### src/rtl/fetch_pkg.sv
// Shared types and constants for the instruction fetch front end.
package fetch_pkg;

    typedef enum logic [1:0] {
        BOOT = 2'd0,
        RUN  = 2'd1,
        FULL = 2'd2
    } fetch_state_e;

    typedef struct packed {
        logic [31:0] pc;
        logic [31:0] instr;
    } fetch_entry_t;

    localparam logic [31:0] PC_STEP = 32'd4;

    function automatic logic [31:0] word_align(input logic [31:0] pc);
        return pc & ~(PC_STEP - 32'd1);
    endfunction

endpackage

### src/rtl/fetch_fifo.sv
// Circular prefetch buffer of fetch entries; DEPTH must be a power of two (2, 4 or 8).
// flush empties the buffer on the next edge and wins over push/pop.
module fetch_fifo
    import fetch_pkg::*;
#(
    parameter int DEPTH = 2
) (
    input  logic         clk,
    input  logic         rst_n,
    input  logic         push,
    input  logic         pop,
    input  logic         flush,
    input  fetch_entry_t entry,
    output logic         full,
    output logic         almost_full,
    output logic         empty,
    output fetch_entry_t head
);

    localparam int PTR_W = $clog2(DEPTH);
    localparam int CNT_W = PTR_W + 1;

    fetch_entry_t     mem [DEPTH];
    logic [PTR_W-1:0] rd_ptr;
    logic [PTR_W-1:0] wr_ptr;
    logic [CNT_W-1:0] count;
    logic             do_push;
    logic             do_pop;

    assign empty       = (count == '0);
    assign full        = (count == CNT_W'(DEPTH));
    assign almost_full = (count == CNT_W'(DEPTH - 1));

    // A push into a full buffer is only legal when the head leaves in the same cycle.
    assign do_pop  = pop && !empty;
    assign do_push = push && (!full || do_pop);

    always_ff @(posedge clk or negedge rst_n) begin
        if (!rst_n) begin
            rd_ptr <= '0;
            wr_ptr <= '0;
            count  <= '0;
        end else if (flush) begin
            rd_ptr <= '0;
            wr_ptr <= '0;
            count  <= '0;
        end else begin
            if (do_push) wr_ptr <= wr_ptr + PTR_W'(1);
            if (do_pop)  rd_ptr <= rd_ptr + PTR_W'(1);
            case ({do_push, do_pop})
                2'b10:   count <= count + CNT_W'(1);
                2'b01:   count <= count - CNT_W'(1);
                default: count <= count;
            endcase
        end
    end

    always_ff @(posedge clk) begin
        if (do_push && !flush) mem[wr_ptr] <= entry;
    end

    assign head = mem[rd_ptr];

endmodule

### src/rtl/fetch_ctrl.sv
// Instruction fetch controller: PC sequencing, redirect handling and a prefetch FIFO.
// Optional starvation counter enabled by macro FETCH_CTRL_PERF_EN.
//
// state | meaning
// BOOT  | first cycle after reset release; no fetch
// RUN   | fetching one word per cycle into the prefetch FIFO
// FULL  | FIFO full and not draining; fetch PC held
module fetch_ctrl
    import fetch_pkg::*;
#(
    parameter int          ADDR_WIDTH = 10,
    parameter int          FIFO_DEPTH = 2,
    parameter logic [31:0] RESET_PC   = 32'h0000_0000
) (
    input  logic                  clk,
    input  logic                  rst_n,
    input  logic                  redirect_valid,
    input  logic [31:0]           redirect_pc,
    output logic [ADDR_WIDTH-1:0] imem_addr,
    input  logic [31:0]           imem_rdata,
    output logic                  out_valid,
    input  logic                  out_ready,
    output logic [31:0]           out_instr,
    output logic [31:0]           out_pc,
    output logic [31:0]           stall_cnt
);

    fetch_state_e state;
    fetch_state_e state_next;
    logic [31:0]  fetch_pc;
    logic         push;
    logic         pop;
    logic         flush;
    logic         fifo_full;
    logic         fifo_almost_full;
    logic         fifo_empty;
    fetch_entry_t push_entry;
    fetch_entry_t head;

    always_ff @(posedge clk or negedge rst_n) begin
        if (!rst_n) state <= BOOT;
        else        state <= state_next;
    end

    always_comb begin
        state_next = state;
        if (redirect_valid) begin
            state_next = RUN;
        end else begin
            case (state)
                BOOT:    state_next = RUN;
                // Without a pop the FIFO is full after this edge whenever it is full or one short now.
                RUN:     if (!pop && (fifo_full || fifo_almost_full)) state_next = FULL;
                FULL:    if (pop) state_next = RUN;
                default: state_next = BOOT;
            endcase
        end
    end

    always_comb begin
        pop   = out_valid && out_ready && !redirect_valid;
        flush = redirect_valid;
        push  = 1'b0;
        if (state == RUN && !redirect_valid) push = !fifo_full || pop;
    end

    always_ff @(posedge clk or negedge rst_n) begin
        if (!rst_n)              fetch_pc <= RESET_PC;
        else if (redirect_valid) fetch_pc <= word_align(redirect_pc);
        else if (push)           fetch_pc <= fetch_pc + PC_STEP;
    end

    assign imem_addr        = fetch_pc[ADDR_WIDTH+1:2];
    assign push_entry.pc    = fetch_pc;
    assign push_entry.instr = imem_rdata;

    fetch_fifo #(
        .DEPTH       (FIFO_DEPTH)
    ) u_fifo (
        .clk         (clk),
        .rst_n       (rst_n),
        .push        (push),
        .pop         (pop),
        .flush       (flush),
        .entry       (push_entry),
        .full        (fifo_full),
        .almost_full (fifo_almost_full),
        .empty       (fifo_empty),
        .head        (head)
    );

    // Storage is not reset, so an empty buffer presents zeros rather than stale data.
    assign out_valid = !fifo_empty;
    assign out_instr = fifo_empty ? 32'd0 : head.instr;
    assign out_pc    = fifo_empty ? 32'd0 : head.pc;

`ifdef FETCH_CTRL_PERF_EN
    logic [31:0] stall_q;

    always_ff @(posedge clk or negedge rst_n) begin
        if (!rst_n) begin
            stall_q <= '0;
        end else if (out_ready && !out_valid && state != BOOT && stall_q != 32'hFFFF_FFFF) begin
            stall_q <= stall_q + 32'd1;
        end
    end

    assign stall_cnt = stall_q;
`else
    assign stall_cnt = 32'd0;
`endif

endmodule

### config.mk
export PLATFORM = sky130hd
export DESIGN_NAME = fetch_ctrl
export DESIGN_NICKNAME = d
export VERILOG_FILES = /design/src/rtl/fetch_pkg.sv /design/src/rtl/fetch_fifo.sv /design/src/rtl/fetch_ctrl.sv
export SDC_FILE = /design/constraint.sdc
export NUM_CORES = 1
export LEC_CHECK = 0
export ABC_AREA = 1
export CAP_MARGIN = 20
export CORE_MARGIN = 2
export CORE_UTILIZATION = 40
export DETAILED_ROUTE_END_ITERATION = 10
export GPL_ROUTABILITY_DRIVEN = 0
export GPL_TIMING_DRIVEN = 0
export PLACE_DENSITY_LB_ADDON = 0.15
export SETUP_SLACK_MARGIN = 0.02
export SLEW_MARGIN = 10
export SYNTH_ARGS = -nofsm -noshare
export SYNTH_HDL_FRONTEND = slang
export SYNTH_SLANG_ARGS = --single-unit
### constraint.sdc
create_clock -name clk -period 9.4 [get_ports clk]
set_clock_uncertainty 0.2 [all_clocks]
set_input_delay 1.88 -clock clk [delete_from_list [all_inputs] [get_ports clk]]
set_output_delay 1.88 -clock clk [all_outputs]
set_load 0.01 [all_outputs]
Yosys cells after proc, flatten, opt, wreduce, memory -nomap -nowiden
Memories as Yosys holds them, arrays and structs flattened.
Index checks and enable logic that the tools add are counted.
- reduce and logical (&&, ||, !) cells: 21
- eq/ne operators: 8
- mux-type cells: 17
- $add $sub $neg: 5
- operators by type and width (operator ; count):
    32-bit two-way mux ; 4
    32-bit by 3-bit adder with 32-bit output, second input constant ; 1
    2-bit two-way mux ; 4
    1-bit logical AND ; 7
    1-bit two-way mux ; 7
    2-bit by 1-bit equality test with 1-bit output, second input constant ; 3
    2-bit equality test, second input constant ; 3
    3-bit inequality test, second input constant ; 2
    2-bit one-hot mux with 3 select lines ; 1
    2-bit nonzero test ; 3
    1-bit zero test ; 4
    2-bit zero test ; 2
    2-bit one-hot mux with 2 select lines ; 1
    1-bit logical OR ; 3
    3-bit nonzero test ; 1
    1-bit adder, second input constant ; 2
    2-bit by 1-bit adder with 2-bit output, second input constant ; 1
    2-bit AND reduction ; 1
    2-bit by 1-bit subtractor with 2-bit output, second input constant ; 1
- memories kept: 1
- logic and storage cells: 57
- input bits: 68
- RAM bits: 128
- output and inout port bits: 107
- register bits: 38
- memory list (name ; words ; width ; rd ports ; clocked after memory_dff ; write ports ; RTL line ; text):
    u_fifo.mem ; 2 ; 64 ; 1 ; 0 ; 1 ; fetch_fifo.sv:23 ; fetch_entry_t mem [DEPTH];

Depth between registers and ports, before layout
- word-level depth: 10
- mapped depth: 11
- depth with buffers taken out: 10

Modules after synthesis
From an unflattened synthesis, not the netlist that was laid out.
- cells, all modules: 935
- area, all modules: 8229.1 um^2
- by module, submodules not included (module ; area an instance (um^2) ; cells each ; sequential area each (um^2) ; times used):
    fetch_fifo ; 4998.5 ; 374 ; 3943.8 ; 1
    fetch_ctrl ; 3230.6 ; 561 ; 800.8 ; 1

Least setup slack after synthesis
Ideal clock, no wire load.
- path type: input-to-reg
- start: input port redirect_valid
- end: memory u_fifo.mem[0][0] in the netlist's numbering (enable)
- required time: 8.717 ns
- cell stages on the path: 5
- setup time: 0.483 ns
- path buffers: 0
- arrival time: 4.913 ns
- setup slack: 3.804 ns
- cells stage by stage: inv_2 > nand3_2 > nand2_1 > nand2_2 > nor2_1
- cells in the longest elaborated chain, start to end: 8
- elaborated cells on any way between the ends: 11
- classes of those cells: mux: 3; reduce/logical: 8
- RTL lines (element ; RTL line ; text):
    start: declaration ; fetch_ctrl.sv:17 ; input logic redirect_valid,
    1-bit zero test * ; fetch_fifo.sv:59, fetch_ctrl.sv:61, fetch_ctrl.sv:64 ;
    1-bit logical AND ; fetch_ctrl.sv:61 ; pop = out_valid && out_ready && !redirect_valid;
    1-bit logical OR / 1-bit logical AND (equally long branches) ; fetch_ctrl.sv:64, fetch_fifo.sv:35 ;
    1-bit two-way mux / 1-bit logical OR (equally long branches) ; fetch_ctrl.sv:64, fetch_fifo.sv:36 ;
    1-bit logical AND ; fetch_fifo.sv:36 ; assign do_push = push && (!full || do_pop);
    1-bit logical AND * ; fetch_fifo.sv:59 ; if (do_push && !flush) mem[wr_ptr] <= entry;
    1-bit two-way mux * ; fetch_fifo.sv:59 ;
    1-bit two-way mux (not written as such) * ; fetch_fifo.sv:59 ;
    end: declaration ; fetch_fifo.sv:23 ;
Every way passes the cells marked *; elsewhere a longest branch is shown, timed or not.

Final worst setup path
- start: register u_fifo.count[0]
- end: output port out_pc[30]
- cells in the longest elaborated chain, start to end: 2
- RTL lines (element ; RTL line ; text):
    start: declaration ; fetch_fifo.sv:26 ; logic [CNT_W-1:0] count;
    start signal: assignment ; fetch_fifo.sv:51 ; 2'b10: count <= count + CNT_W'(1);
    start signal: assignment ; fetch_fifo.sv:52 ; 2'b01: count <= count - CNT_W'(1);
    start signal: assignment ; fetch_fifo.sv:53 ; default: count <= count;
    2-bit zero test ; fetch_fifo.sv:30 ; assign empty = (count == '0);
    32-bit two-way mux ; fetch_ctrl.sv:95 ; assign out_pc = fifo_empty ? 32'd0 : head.pc;
    end: declaration ; fetch_ctrl.sv:24 ; output logic [31:0] out_pc,
Every way passes these cells.

==> metrics.csv <==
metric;value;unit
Final Hold Viols;0;
total grt overflow;0;
leakage;3.97;nW
initial antenna violation count;0;
final setup violating endpoints;0;
layout cell share with drive strength beyond 1;10.1;%
Iter 0 DRT Violations;348;
Switching Share;34.5;%
first-pass GRT wire length;27300;µm
critical hold path startpoint;state[1];
status;finished, final reports clean;
top-count cell post-synth;nor2_1;
Yosys reg bits;160;
routed vias;5525;
internal power;1.92;mW
dpl hpwl;12500;µm
Worst setup SP type;register;
Clock transition at path regs;60;ps
met2 GRT Util;29.4;%
DRT Pass-1 Iters;5;
Tot GR Track Use;18.1;%
CTS H-tree depth;4;
Top Usage Layer GRT;met2;
Placed Area;9310;µm²
top-area cell type share of the netlist area;50.3;%
IO Port Bufs;138;
met1 layer usage reported by global route;24.8;%
total wire length;17300;µm
Slew Limit Fails;0;
GRT met3 Usage;3.66;%
Psw;1.01;mW
synth warn;0;
CTS tree;done;
setup_tns;0;ps
row cnt;49;
Die Width;140;µm
die area;19600;µm²
clock sinks;160;
vias in the first global route;5252;
max-cap viol count;0;
Comb power frac;39.1;%
cell type with the highest aggregate area in the netlist;edfxtp_1;
worst relative slew slack;49.5;%
effective utilization at floorplan;41.0;%
antenna cell count;0;
drt drc;0;
largest net degree at the start of global routing;25;
CP Data Required Time;7320;ps
most frequent cells after synthesis;164 x nor2_1, 149 x nand2_1, 124 x edfxtp_1, 73 x o21ai_0, 52 x nand3_1;
P per Cell Area;297;nW/µm²
CTS Buffer Depth;2;
kind of end point of the critical path;output pin;
EDFF count, synth;124;
nets;1027;
Hold Slack;237;ps
Worst Path Max Fanout;10;
sequential fraction of the synthesis area;62.5;%
Flop pwr share;38.4;%
die height;140;µm
Final Cycle Share;54.0;%
Critical Path AT;3000;ps
Setup crit start;u_fifo.count[0];
Root Buffer;clkbuf_16;
P&R area growth vs syn;33.5;%
Avg Inst Size Synth;9.72;µm²
f_max;197;MHz
predominant post-synthesis flop cell;edfxtp_1;
routed length per instance;14.5;µm
top cells by area, synth;edfxtp_1 50%, dfrtp_1 12%, nor2_1 8.3%;
RSZ-0062 raised after global routing;no;
Synth Instances;761;
Syn Std Cell Area;7400;µm²
minimum clock period;5080;ps
Skew-Pair Late Insertion Delay;420;ps
# fillers;1675;
Synth cell types;31;
measured slew at the worst slew-check pin;758;ps
remaining antenna violation count;0;
CTS Hold Bufs;0;
DR vias/cell;4.62;
critical path class;register to output pin;
Design Area, Final;9880;µm²
post-synthesis async set-or-reset flop share;22.5;%
Hold Crit Class;register to register;
R2R Path Start;u_fifo.count[0];
CTS resizes;0;
clock power share;22.5;%
Core Footprint;18000;µm²
pre-CTS WS;4800;ps
Num CTS Buffers;17;
io pins;175;
post-CTS setup buffer count;0;
setup ws final;4320;ps
Max IR drop VDD;155;µV
[power groups by stage]
stage	Combinational, mW	Clock [mW]	Sequential [mW]
4_1_cts	1.16	0.672	1.13
5_1_grt	1.27	0.701	1.15
2_1_floorplan	0.597	0	1.11
6_report	1.15	0.659	1.13
3_5_place_dp	1.16	0	1.14
3_3_place_gp	1.12	0	1.15
[per-layer routing]
| metal | up-vias | wire (µm) |
|---|---|---|
| met5 | - | 0 |
| met2 | 145 | 8280 |
| met4 | 0 | 234 |
| met1 | 2525 | 7980 |
| met3 | 13 | 794 |
| li1 | 2842 | - |
[through the flow]
stage / cells / util, % / total power, mW
after floorplan: 794 / - / 1.70
after global placement: 1161 / 51.0 / 2.27
after detailed placement: 1166 / 51.7 / 2.30
after CTS: 1196 / 54.8 / 2.96
after global routing: 1196 / 54.8 / 3.12
final: 1196 / 54.8 / 2.93
[cells in the final DEF (no fill, tap or decap), types with 2 or more instances in the layout]
master / instances
nor2_1: 162
nand2_1: 149
clkdlybuf4s50_1: 137
edfxtp_1: 124
o21ai_0: 73
nand3_1: 52
inv_1: 47
buf_4: 47
dfrtp_1: 36
conb_1: 34
clkbuf_1: 23
clkbuf_16: 17
o21bai_1: 8
o21ai_1: 5
xnor2_1: 4
o211ai_1: 4
inv_2: 3
nor2_4: 3
ha_1: 3
clkinv_4: 3
inv_6: 3
buf_12: 3
nand3_2: 2
nand2_2: 2
nand4_1: 2
bufinv_16: 2
clkinv_1: 2
clkinv_2: 2
buf_16: 2
[cell type report]
cell class                 count  area, µm²  share of cell area (%)
buffer                        72        464                    4.70
clock buffer                  17        425                    4.31
clock inverter                13        138                    1.39
inverter                      50        188                    1.90
multi-input combinational    512       2260                    22.9
sequential                   160       4620                    46.8
tap                          229        287                    2.90
timing repair buffer         143       1490                    15.1
[final timing paths]
path | to | slack [ps] | cells past startpoint
worst max-delay path | out_pc[30] | 4320 | 8
worst min-delay path | state[0] | 240 | 1
worst max register to register | u_fifo.mem[0][56] | 6820 | 9
worst min register to register | state[0] | 240 | 1
max in group asynchronous | u_fifo.rd_ptr | 7360 | 2
min in group asynchronous | fetch_pc[26] | 1170 | 1
[state kept, by name, summed over array words and instances (netlist names)]
register       count
u_fifo.wr_ptr      1
fetch_pc          30
u_fifo.mem       124
u_fifo.count       2
u_fifo.rd_ptr      1
state              2
[worst max-delay path, cell delays in order, from the launching register on]
cell and delay, ps:
dfrtp_1 340, inv_1 70, ha_1 200, inv_1 80, clkbuf_1 580, clkbuf_1 420, o21ai_0 150, nor2_1 170
clkdlybuf4s50_1 570
[logic make-up (layout without fill, tap and decap cells)]
family | after synthesis | after routing | share of synthesized area (%)
compound gates | 93 | 93 | 6.85
xor+xnor | 4 | 4 | 0.474
fa+ha+maj | 3 | 3 | 0.508
buf+inv | 122 | 295 | 8.81
flops | 160 | 160 | 62.5
other cells | 1 | 34 | 0.0507
simple gates | 378 | 378 | 20.8
No activity file was read; power rests on OpenSTA's default activity.
